$ cat config.mk
export PLATFORM = sky130hd
export DESIGN_NAME = mirfak_divider
export DESIGN_NICKNAME = d
export VERILOG_FILES = /design/src/rtl/mirfak_pkg.sv /design/src/rtl/mirfak_divider.sv
export SDC_FILE = /design/constraint.sdc
export NUM_CORES = 1
export LEC_CHECK = 0
export ABC_CLOCK_PERIOD_IN_PS = 2550
export CAP_MARGIN = 20
export CORE_AREA = 2 2 151 153
export CTS_CLUSTER_SIZE = 12
export DETAILED_ROUTE_END_ITERATION = 7
export DIE_AREA = 0 0 153 155
export PLACE_DENSITY = 0.8
export SYNTH_ARGS = -nofsm -noshare
export SYNTH_HDL_FRONTEND = slang
export SYNTH_SLANG_ARGS = --single-unit
export TNS_END_PERCENT = 10
$ cat constraint.sdc
create_clock -name clk_i -period 2.55 [get_ports clk_i]
set_input_delay 0.255 -clock clk_i [delete_from_list [all_inputs] [get_ports clk_i]]
set_output_delay 0.255 -clock clk_i [all_outputs]
set_load 0.005 [all_outputs]
$ cat src/rtl/mirfak_pkg.sv
// Shared definitions for the mirfak iterative divider: command and state encodings
// plus small decode helpers.
package mirfak_pkg;

    // div_cmd encodings, matching funct3[1:0] of the RV32M divide group
    typedef enum logic [1:0] {
        CMD_DIV  = 2'b00,
        CMD_DIVU = 2'b01,
        CMD_REM  = 2'b10,
        CMD_REMU = 2'b11
    } div_cmd_e;

    // Divider sequencing states
    typedef enum logic [1:0] {
        ST_IDLE = 2'b00,
        ST_BUSY = 2'b01,
        ST_DONE = 2'b10
    } div_state_e;

    localparam int unsigned DIV_W    = 32;
    localparam int unsigned CNT_W    = 5;
    localparam logic [CNT_W-1:0] LAST_ITER = 5'd31;

    // Signed commands are the even encodings
    function automatic logic cmd_is_signed(input div_cmd_e cmd);
        return (cmd == CMD_DIV) || (cmd == CMD_REM);
    endfunction

    // Remainder commands have bit 1 set
    function automatic logic cmd_wants_rem(input div_cmd_e cmd);
        return (cmd == CMD_REM) || (cmd == CMD_REMU);
    endfunction

    // Unsigned magnitude; |0x80000000| wraps back to 0x80000000, which is the
    // correct unsigned magnitude
    function automatic logic [DIV_W-1:0] magnitude(input logic [DIV_W-1:0] v,
                                                   input logic             sgn);
        return (sgn && v[DIV_W-1]) ? (~v + 32'd1) : v;
    endfunction

endpackage

$ cat src/rtl/mirfak_divider.sv
// Iterative radix-2 restoring divider for RV32M DIV/DIVU/REM/REMU.
// Operands are reduced to magnitudes on entry, 32 quotient bits are produced
// one per cycle, and signs are reapplied in the DONE cycle. Fixed latency:
// enable sampled at edge 0, ack/result visible after edge 33.
module mirfak_divider
    import mirfak_pkg::*;
(
    input  logic        clk_i,
    input  logic        rst_i,
    input  logic [31:0] div_op1,
    input  logic [31:0] div_op2,
    input  logic [1:0]  div_cmd,
    input  logic        div_enable,
    output logic [31:0] div_result,
    output logic        div_ack
);

    div_state_e        state_q, state_d;
    div_cmd_e          cmd_q, cmd_d;
    logic [31:0]       dvs_q, dvs_d;      // divisor magnitude
    logic [31:0]       quo_q, quo_d;      // dividend shifting out / quotient shifting in
    logic [31:0]       rem_q, rem_d;      // partial remainder, always < divisor
    logic              neg_quo_q, neg_quo_d;
    logic              neg_rem_q, neg_rem_d;
    logic [CNT_W-1:0]  cnt_q, cnt_d;
    logic [31:0]       result_q, result_d;
    logic              ack_q, ack_d;

    logic              req_signed;
    logic [32:0]       shifted;
    logic [32:0]       trial;

    // Next-state, datapath step and result formation
    always_comb begin
        // NOTE: every signal written here gets a default first so no path can infer a latch.
        state_d   = state_q;
        cmd_d     = cmd_q;
        dvs_d     = dvs_q;
        quo_d     = quo_q;
        rem_d     = rem_q;
        neg_quo_d = neg_quo_q;
        neg_rem_d = neg_rem_q;
        cnt_d     = cnt_q;
        result_d  = result_q;
        ack_d     = 1'b0;

        req_signed = ~div_cmd[0];
        // The remainder is kept below the divisor, so the shifted value fits in 33 bits
        // and its top bit is zero whenever the trial subtraction fails.
        shifted    = {rem_q, quo_q[31]};
        trial      = shifted - {1'b0, dvs_q};

        unique case (state_q)
            ST_IDLE: begin
                // The enable still seen in the ack cycle belongs to the finished request
                if (div_enable && !ack_q) begin
                    cmd_d     = div_cmd_e'(div_cmd);
                    quo_d     = magnitude(div_op1, req_signed);
                    dvs_d     = magnitude(div_op2, req_signed);
                    neg_quo_d = req_signed & (div_op1[31] ^ div_op2[31]) & (div_op2 != 32'd0);
                    neg_rem_d = req_signed & div_op1[31];
                    rem_d     = 32'd0;
                    cnt_d     = '0;
                    state_d   = ST_BUSY;
                end
            end
            ST_BUSY: begin
                if (!trial[32]) begin
                    rem_d = trial[31:0];
                    quo_d = {quo_q[30:0], 1'b1};
                end else begin
                    rem_d = shifted[31:0];
                    quo_d = {quo_q[30:0], 1'b0};
                end
                cnt_d = cnt_q + 5'd1;
                if (cnt_q == LAST_ITER) begin
                    state_d = ST_DONE;
                end
            end
            ST_DONE: begin
                if (cmd_wants_rem(cmd_q)) begin
                    result_d = neg_rem_q ? (~rem_q + 32'd1) : rem_q;
                end else begin
                    result_d = neg_quo_q ? (~quo_q + 32'd1) : quo_q;
                end
                ack_d   = 1'b1;
                state_d = ST_IDLE;
            end
            default: state_d = ST_IDLE;
        endcase
    end

    // State and datapath registers with synchronous reset
    always_ff @(posedge clk_i) begin
        // NOTE: sequential state uses non-blocking assignments so every register samples pre-edge values.
        if (rst_i) begin
            // NOTE: the datapath registers are reset too; they are few and it keeps simulation X-free.
            state_q   <= ST_IDLE;
            cmd_q     <= CMD_DIV;
            dvs_q     <= '0;
            quo_q     <= '0;
            rem_q     <= '0;
            neg_quo_q <= 1'b0;
            neg_rem_q <= 1'b0;
            cnt_q     <= '0;
            result_q  <= '0;
            ack_q     <= 1'b0;
        end else begin
            state_q   <= state_d;
            cmd_q     <= cmd_d;
            dvs_q     <= dvs_d;
            quo_q     <= quo_d;
            rem_q     <= rem_d;
            neg_quo_q <= neg_quo_d;
            neg_rem_q <= neg_rem_d;
            cnt_q     <= cnt_d;
            result_q  <= result_d;
            ack_q     <= ack_d;
        end
    end

    assign div_result = result_q;
    assign div_ack    = ack_q;

endmodule

==> summary.txt, run 1 <==
Power and ir drop
  – Worst vdd ir: 0.000505 V
  – Leakage: 5.48 nW
  – PwrDens: 488 mW/mm²

Critical path
  – Setup crit end kind: flip-flop
  – Worst path required time: 2.86 ns
  – Cell chain of the critical path: inv_2 -> ha_4 -> fa_2 -> nand2b_4 -> a21oi_4 -> o21a_1 -> o2111ai_2 -> nand2_2 -> o41ai_4 -> buf_4 -> or2_4 -> buf_6 -> a32oi_1 -> o21ai_1
  – Arrival @ worst endpoint: 3.19 ns
  – Critical path's top delay family: compound AO/OA/AOI/OAI gates
  – Setup crit start kind: flip-flop
  – Crit Path Category: reg2reg
  – Crit path max-delay cell type: fa_2
  – Reg2reg setup slack: -0.32 ns
  – WP buf/inv: 3
  – Slowest stage delay, CP: 0.34 ns
  – Critical Path Fanout Max: 5

Finish
  – Final net count: 1659
  – Final core occ: 61.9%
  – Syn-to-layout area delta: 40.3%
  – FF/Latch Area: 0.00280 mm²
  – Share of post-route cells with drive strength above 1: 23.9%
  – Multi-input gate area: 0.00697 mm²
  – Filler Cell Count: 1737
  – # diodes: 0

Synth
  – Post-synthesis register bit count: 139
  – Top FF cell, synth: dfxtp_1
  – Post-synth EDFFs: 0
  – Syn Area/Cell: 7.74 µm²
  – Syn_nets: 1375
  – Ys async rst share: 0%
  – Synthesized area: 0.00981 mm²
  – Ys Warns: 0
  – Register area share after synthesis: 28.4%
  – Mapped Cells: 1267
  – Synth cell types: 71

CTS
  – Clock sinks: 139
  – CTS H-tree lvls: 4
  – Clock-pin slew on the worst setup and hold paths: 0.06 ns
  – Skew-Pair Late Insertion Delay: 0.43 ns
  – CTS tree: built
  – CTS Hold Bufs: 0
  – Clk buf depth: 2
  – Cts bufs inserted: 17
  – Root Driver: clkbuf_16

Placement
  – Dpl hpwl: 23500 µm
  – Placer Congestion: 0.937
  – Port bufs: 101

Drt
  – Via count: 10800
  – TritonRoute pass-1 iters: 7
  – Post-Route WL: 32400 µm
  – Per-cell routed wire length: 17.6 µm
  – DR iter-0 viols: 902
  – Drt via density: 5.83
  – DRT antenna net count: 0
  – Post-route DRC: 0

Die
  – Die height: 155 µm
  – Die X: 153 µm
  – Rows: 55
  – Core area: 0.0222 mm²
  – Starting density of the core: 44.1%
  – Io pins: 102
  – Die area: 0.0237 mm²

Timing
  – Slew headroom: 50.6%
  – RSZ-0062 raised after global routing: yes
  – Final Cycle Share: 113%
  – Worst setup margin: -0.323 ns
  – Worst-margin pin slew: 0.741 ns
  – Final hold viol count: 0
  – Max Slew Vio Count: 0
  – Setup Skew: 0.00742 ns
  – Minimum clock period: 2.87 ns
  – Maximum clock rate: 348 MHz
  – Setup TNS: -7.03 ns
  – Setup violators final: 44

Status
  – Status: finished with violations
  – Failing checks: negative setup slack

GRT
  – Vias in the first global route: 10100
  – Global-route wire length before repair: 50800 µm
  – Antenna violations before repair: 0
  – Grt total ovfl: 0
  – Total Routing Usage GR: 26.2%
  – Largest net degree at the start of global routing: 77

Job
  – Maxcap violations: 0

Hold path
  – Hold crit path type: in2reg
-- kinds of logic after synthesis --
| family | share of synthesized area (%) |
|---|---|
| flip-flops | 28.4 |
| AND/OR/NAND/NOR | 18.6 |
| XOR/XNOR | 12.5 |
| buffers and inverters | 5.04 |
| multiplexers | 2.35 |
| adder cells (fa/ha/maj) | 5.05 |
| AO/OA/AOI/OAI | 28.1 |
-- worst register-to-register path, stage by stage, from the launching register on --
cell	delay [ns]
dfxtp_2	0.33
inv_2	0.04
ha_4	0.15
fa_2	0.34
nand2b_4	0.17
a21oi_4	0.18
o21a_1	0.22
o2111ai_2	0.13
nand2_2	0.15
o41ai_4	0.13
buf_4	0.19
or2_4	0.28
buf_6	0.14
a32oi_1	0.21
o21ai_1	0.11
-- per-stage QoR --
| stage | power, mW | setup WS [ns] | hold slack [ns] | instance area (µm²) | std cells |
|---|---|---|---|---|---|
| floorplan | 3.30 | -0.0149 | 0.391 | 9920 | 1267 |
| global placement | 3.89 | -0.537 | 0.433 | 12600 | 1800 |
| detailed placement | 3.93 | -0.590 | 0.444 | 12600 | 1800 |
| CTS | 6.62 | -0.249 | 0.0864 | 13500 | 1839 |
| global route | 6.96 | -0.384 | 0.101 | 13800 | 1848 |
| finish | 6.72 | -0.323 | 0.0970 | 13800 | 1848 |
-- sequential cells by signal, summed over array words and instances, names as in the netlist --
name	count
div_ack	1
neg_quo_q	1
rem_q	32
quo_q	32
neg_rem_q	1
state_q	2
cnt_q	5
cmd_q	1
dvs_q	32
div_result	32
-- cell usage after synthesis (13+ instances only) --
master,number,area [µm²]
or3_1,13,81.3
mux2i_1,23,230
a22oi_1,29,218
xor2_1,78,683
o211ai_1,26,195
o31ai_1,23,173
o21ai_0,86,430
nor2_1,83,312
inv_1,50,188
clkbuf_1,58,218
nand2_1,171,642
dfxtp_1,139,2780
ha_1,38,475
nor3_1,24,120
a211oi_1,31,233
xnor2_1,62,543
a21o_1,13,97.6
a21oi_1,119,596
-- cell usage in the layout, fill, tap and decap left out, types with 40 or more instances in the layout --
cell / count
a21oi_1: 111
buf_4: 227
clkdlybuf4s50_1: 100
dfxtp_1: 123
inv_1: 47
nand2_1: 169
nor2_1: 81
o21ai_0: 50
o21ai_1: 40
xnor2_1: 61
xor2_1: 76
-- path summary, 6_finish.rpt --
check	startpoint	to	cells after the start
setup reg to reg	quo_q[31]$_SDFFE_PP0P_	rem_q[26]$_SDFFE_PP0P_	14
setup / recovery	quo_q[31]$_SDFFE_PP0P_	rem_q[26]$_SDFFE_PP0P_	14
hold / removal	rst_i	cmd_q[1]$_SDFFE_PP0P_	2
hold reg to reg	div_result[27]$_SDFFE_PP0P_	div_result[27]$_SDFFE_PP0P_	2
-- power breakdown --
part	leakage, nW	switching, mW	total (mW)	internal (mW)
Sequential	1.14	0.0963	2.36	2.27
Combinational	4.05	0.917	1.69	0.770
Clock	0.297	1.02	2.66	1.64
Total	5.48	2.04	6.72	4.68
-- per-layer routing --
layer  part of all wire [%]  routed length, µm  global-route usage (%)
met5                      0                  0                       0
met4                    4.0               1290                    12.4
met2                     48              15500                    43.6
met1                     42              13600                    33.7
met3                    6.2               2010                    3.40
-- layout make-up --
| type | count | area share (%) |
|---|---|---|
| Multi-Input combinational cell | 1007 | 50.6 |
| Timing Repair Buffer | 336 | 20.5 |
| Sequential cell | 139 | 20.4 |
| Clock buffer | 18 | 3.12 |
| Tap cell | 285 | 2.59 |
| Clock inverter | 13 | 1.40 |
| Inverter | 50 | 1.36 |
-- timing repair --
item                       in CTS  in global routing
pin swaps                      25                 24
resized for setup              59                 45
setup endpoints to repair      51                 62
setup buffers                   6                  7
cloned                          2                  0
Power figures use the tool's default switching activity.
==> run 2, diff against run 1 <==
--- a/config.mk
+++ b/config.mk
@@ -6,7 +6,6 @@
 export NUM_CORES = 1
 export LEC_CHECK = 0
 export ABC_CLOCK_PERIOD_IN_PS = 2550
-export CAP_MARGIN = 20
 export CORE_AREA = 2 2 151 153
 export CTS_CLUSTER_SIZE = 12
 export DETAILED_ROUTE_END_ITERATION = 7
==> run 2 against run 1 <==
  * Wire length shrank 0.39%
  * Clock power barely moved
  * Sequential power is essentially flat
  * Critical endpoint unchanged
  * The run still ends with negative setup slack left
  * Largest cell class unchanged
  * Global-route usage is the same
  * Register-to-register slack gained 0.04 ns
==> summary.txt, run 2 (same netlist as run 1, synthesis figures left out) <==
Finish
  – Share of post-route cells with drive strength above 1: 23.8% (was 23.9%)
  – Final core occ: 61.8% (was 61.9%)
  – Final net count: 1657 (was 1659)
  – Syn-to-layout area delta: 40.0% (was 40.3%)
  – Post-Layout Inst Area: 0.0137 mm² (was 0.0138 mm²)
  – Final cell count without fillers: 1846 (was 1848)
  – # diodes: 0 (unchanged)
  – Commonest non-fill, non-tap cells in the layout: 227 x buf_4, 169 x nand2_1, 123 x dfxtp_1, 111 x a21oi_1, 100 x clkdlybuf4s50_1 (unchanged)
  – Commonest non-fill, non-tap cell in the layout: buf_4 (unchanged)

Critical path
  – Worst R2R Path Depth: 14 (unchanged)
  – Critical Path Fanout Max: 5 (unchanged)
  – Crit Reg-Reg Startpoint: quo_q[31]$_SDFFE_PP0P_ (unchanged)
  – Crit path max-delay cell type: fa_2 (unchanged)
  – Crit Path Category: reg2reg (unchanged)
  – Slowest stage delay, CP: 0.34 ns (about the same)
  – Arrival @ worst endpoint: 3.15 ns (was 3.19 ns)
  – Worst path required time: 2.86 ns (about the same)
  – Setup crit start: quo_q[31]$_SDFFE_PP0P_ (unchanged)
  – Setup crit start kind: flip-flop (unchanged)
  – Setup crit end kind: flip-flop (unchanged)
  – Cell chain of the critical path: inv_2 -> ha_4 -> fa_2 -> nand2b_4 -> a21oi_4 -> o21a_1 -> o2111ai_2 -> nand2_2 -> o41ai_4 -> buf_4 -> or2_4 -> buf_6 -> a32oi_1 -> o21ai_1 (unchanged)

Status
  – Failing checks: negative setup slack (unchanged)
  – Status: finished with violations (unchanged)

Drt
  – DRT antenna net count: 0 (unchanged)
  – Post-Route WL: 32300 µm (was 32400 µm)
  – TritonRoute pass-1 iters: 6 (was 7)
  – Via count: 10700 (was 10800)
  – Per-cell routed wire length: 17.5 µm (was 17.6 µm)
  – Post-route DRC: 0 (unchanged)
  – DR iter-0 viols: 931 (was 902)
  – Drt via density: 5.81 (was 5.83)

Timing
  – Slew headroom: 14.6% (was 50.6%)
  – Maximum clock rate: 352 MHz (was 348 MHz)
  – Final hold viol count: 0 (unchanged)
  – Hold Slack: 0.0947 ns (was 0.0970 ns)
  – Worst setup margin: -0.288 ns (was -0.323 ns)
  – RSZ-0062 raised after global routing: yes (unchanged)
  – Final Cycle Share: 111% (was 113%)
  – Minimum clock period: 2.84 ns (was 2.87 ns)
  – Setup Skew: 0.0102 ns (was 0.00742 ns)
  – Setup violators final: 43 (was 44)
  – Worst-margin pin slew: 1.28 ns (was 0.741 ns)
  – Max Slew Vio Count: 0 (unchanged)

Power and ir drop
  – Leakage: 5.47 nW (was 5.48 nW)
  – PwrDens: 488 mW/mm² (about the same)
  – Register share of total power: 35.2% (about the same)
  – Comb pwr share: 25.0% (was 25.1%)
  – Switching Power: 2.04 mW (about the same)
  – Clk network pwr share: 39.7% (about the same)
  – P_int: 4.67 mW (was 4.68 mW)
  – Worst vdd ir: 0.000500 V (was 0.000505 V)
  – Sw Ratio: 30.4% (was 30.3%)

Hold path
  – WHS Path Cells: 2 (unchanged)
  – Min-delay src: rst_i (unchanged)
  – Hold crit path type: in2reg (unchanged)

Placement
  – Placed Cells: 1800 (unchanged)
  – Dpl hpwl: 23500 µm (unchanged)
  – Port bufs: 101 (unchanged)
  – Post-Place Cell Area: 0.0126 mm² (unchanged)
  – Placer Congestion: 0.937 (unchanged)

GRT
  – Global-route wire length before repair: 50800 µm (unchanged)
  – Antenna violations before repair: 0 (unchanged)
  – Grt total ovfl: 0 (unchanged)
  – Largest net degree at the start of global routing: 77 (unchanged)
  – Vias in the first global route: 10100 (unchanged)
  – Total Routing Usage GR: 26.2% (unchanged)

Die
  – Starting density of the core: 44.1% (unchanged)
  – Die area: 0.0237 mm² (unchanged)
  – Rows: 55 (unchanged)
  – Die height: 155 µm (unchanged)
  – Io pins: 102 (unchanged)
  – Die X: 153 µm (unchanged)
  – Core area: 0.0222 mm² (unchanged)

CTS
  – Cts bufs inserted: 17 (unchanged)
  – CTS tree: built (unchanged)
  – Clock-pin slew on the worst setup and hold paths: 0.06 ns (about the same)
  – Root Driver: clkbuf_16 (unchanged)
  – Clock sinks: 139 (unchanged)
  – Skew-Pair Late Insertion Delay: 0.43 ns (about the same)
  – CTS Hold Bufs: 0 (unchanged)
  – CTS H-tree lvls: 4 (unchanged)
  – Clk buf depth: 2 (unchanged)

Job
  – Maxcap violations: 0 (unchanged)
run 2: cell types whose count changed in the layout (fill, tap and decap cells not counted):
| cell | before | now |
|---|---|---|
| buf_6 | 6 | 5 |
| buf_8 | 1 | 0 |
run 2: area by class of cell:
cell class                 count  area (µm²)
fill                        1745        8490
multi-input combinational   1007        6970
sequential                   139        2800
timing repair buffer         334        2800
clock buffer                  18         429
tap                          285         357
clock inverter                13         193
inverter                      50         188
run 2: metrics by stage:
stage               setup TNS [ns]  total power, mW  setup WS (ns)
finish                       -7.29             6.71         -0.288
global placement            -15.36             3.89         -0.537
floorplan                  -0.0492             3.30        -0.0149
detailed placement          -19.75             3.93         -0.590
global route                -11.25             6.95         -0.384
CTS                          -5.88             6.62         -0.249
run 2: power groups by stage:
| stage | Clock [mW] | Sequential [mW] | Combinational, mW |
|---|---|---|---|
| after floorplan | 0 | 2.39 | 0.918 |
| after global placement | 0 | 2.40 | 1.49 |
| after detailed placement | 0 | 2.40 | 1.53 |
| after CTS | 2.68 | 2.36 | 1.59 |
| after global routing | 2.77 | 2.37 | 1.81 |
| final | 2.67 | 2.36 | 1.68 |
run 2: repair_timing:
action / CTS / global route
setup buffers: 6 / 7
cloned: 2 / 0
setup endpoints to repair: 51 / 62
pin swaps: 25 / 24
gates resized for setup: 59 / 45
run 2: worst max-delay path, delay by kind of cell (launching register included):
kind,cells,cell delay (ns)
compound gates,6,0.93
simple gates,3,0.60
fa+ha+maj,2,0.49
buf+inv,3,0.36
flops,1,0.33
run 2: path summary, 6_finish.rpt:
path / end / slack [ns]
max: rem_q[26]$_SDFFE_PP0P_ / -0.29
min: cmd_q[1]$_SDFFE_PP0P_ / 0.09
min reg2reg: div_result[27]$_SDFFE_PP0P_ / 0.45
max reg2reg: rem_q[26]$_SDFFE_PP0P_ / -0.29
run 2: metal layers:
metal  GRT usage [%]  share of wire (%)
met5               0                  0
met4            12.4                4.2
met3            3.40                6.7
met2            43.6                 47
met1            33.7                 42
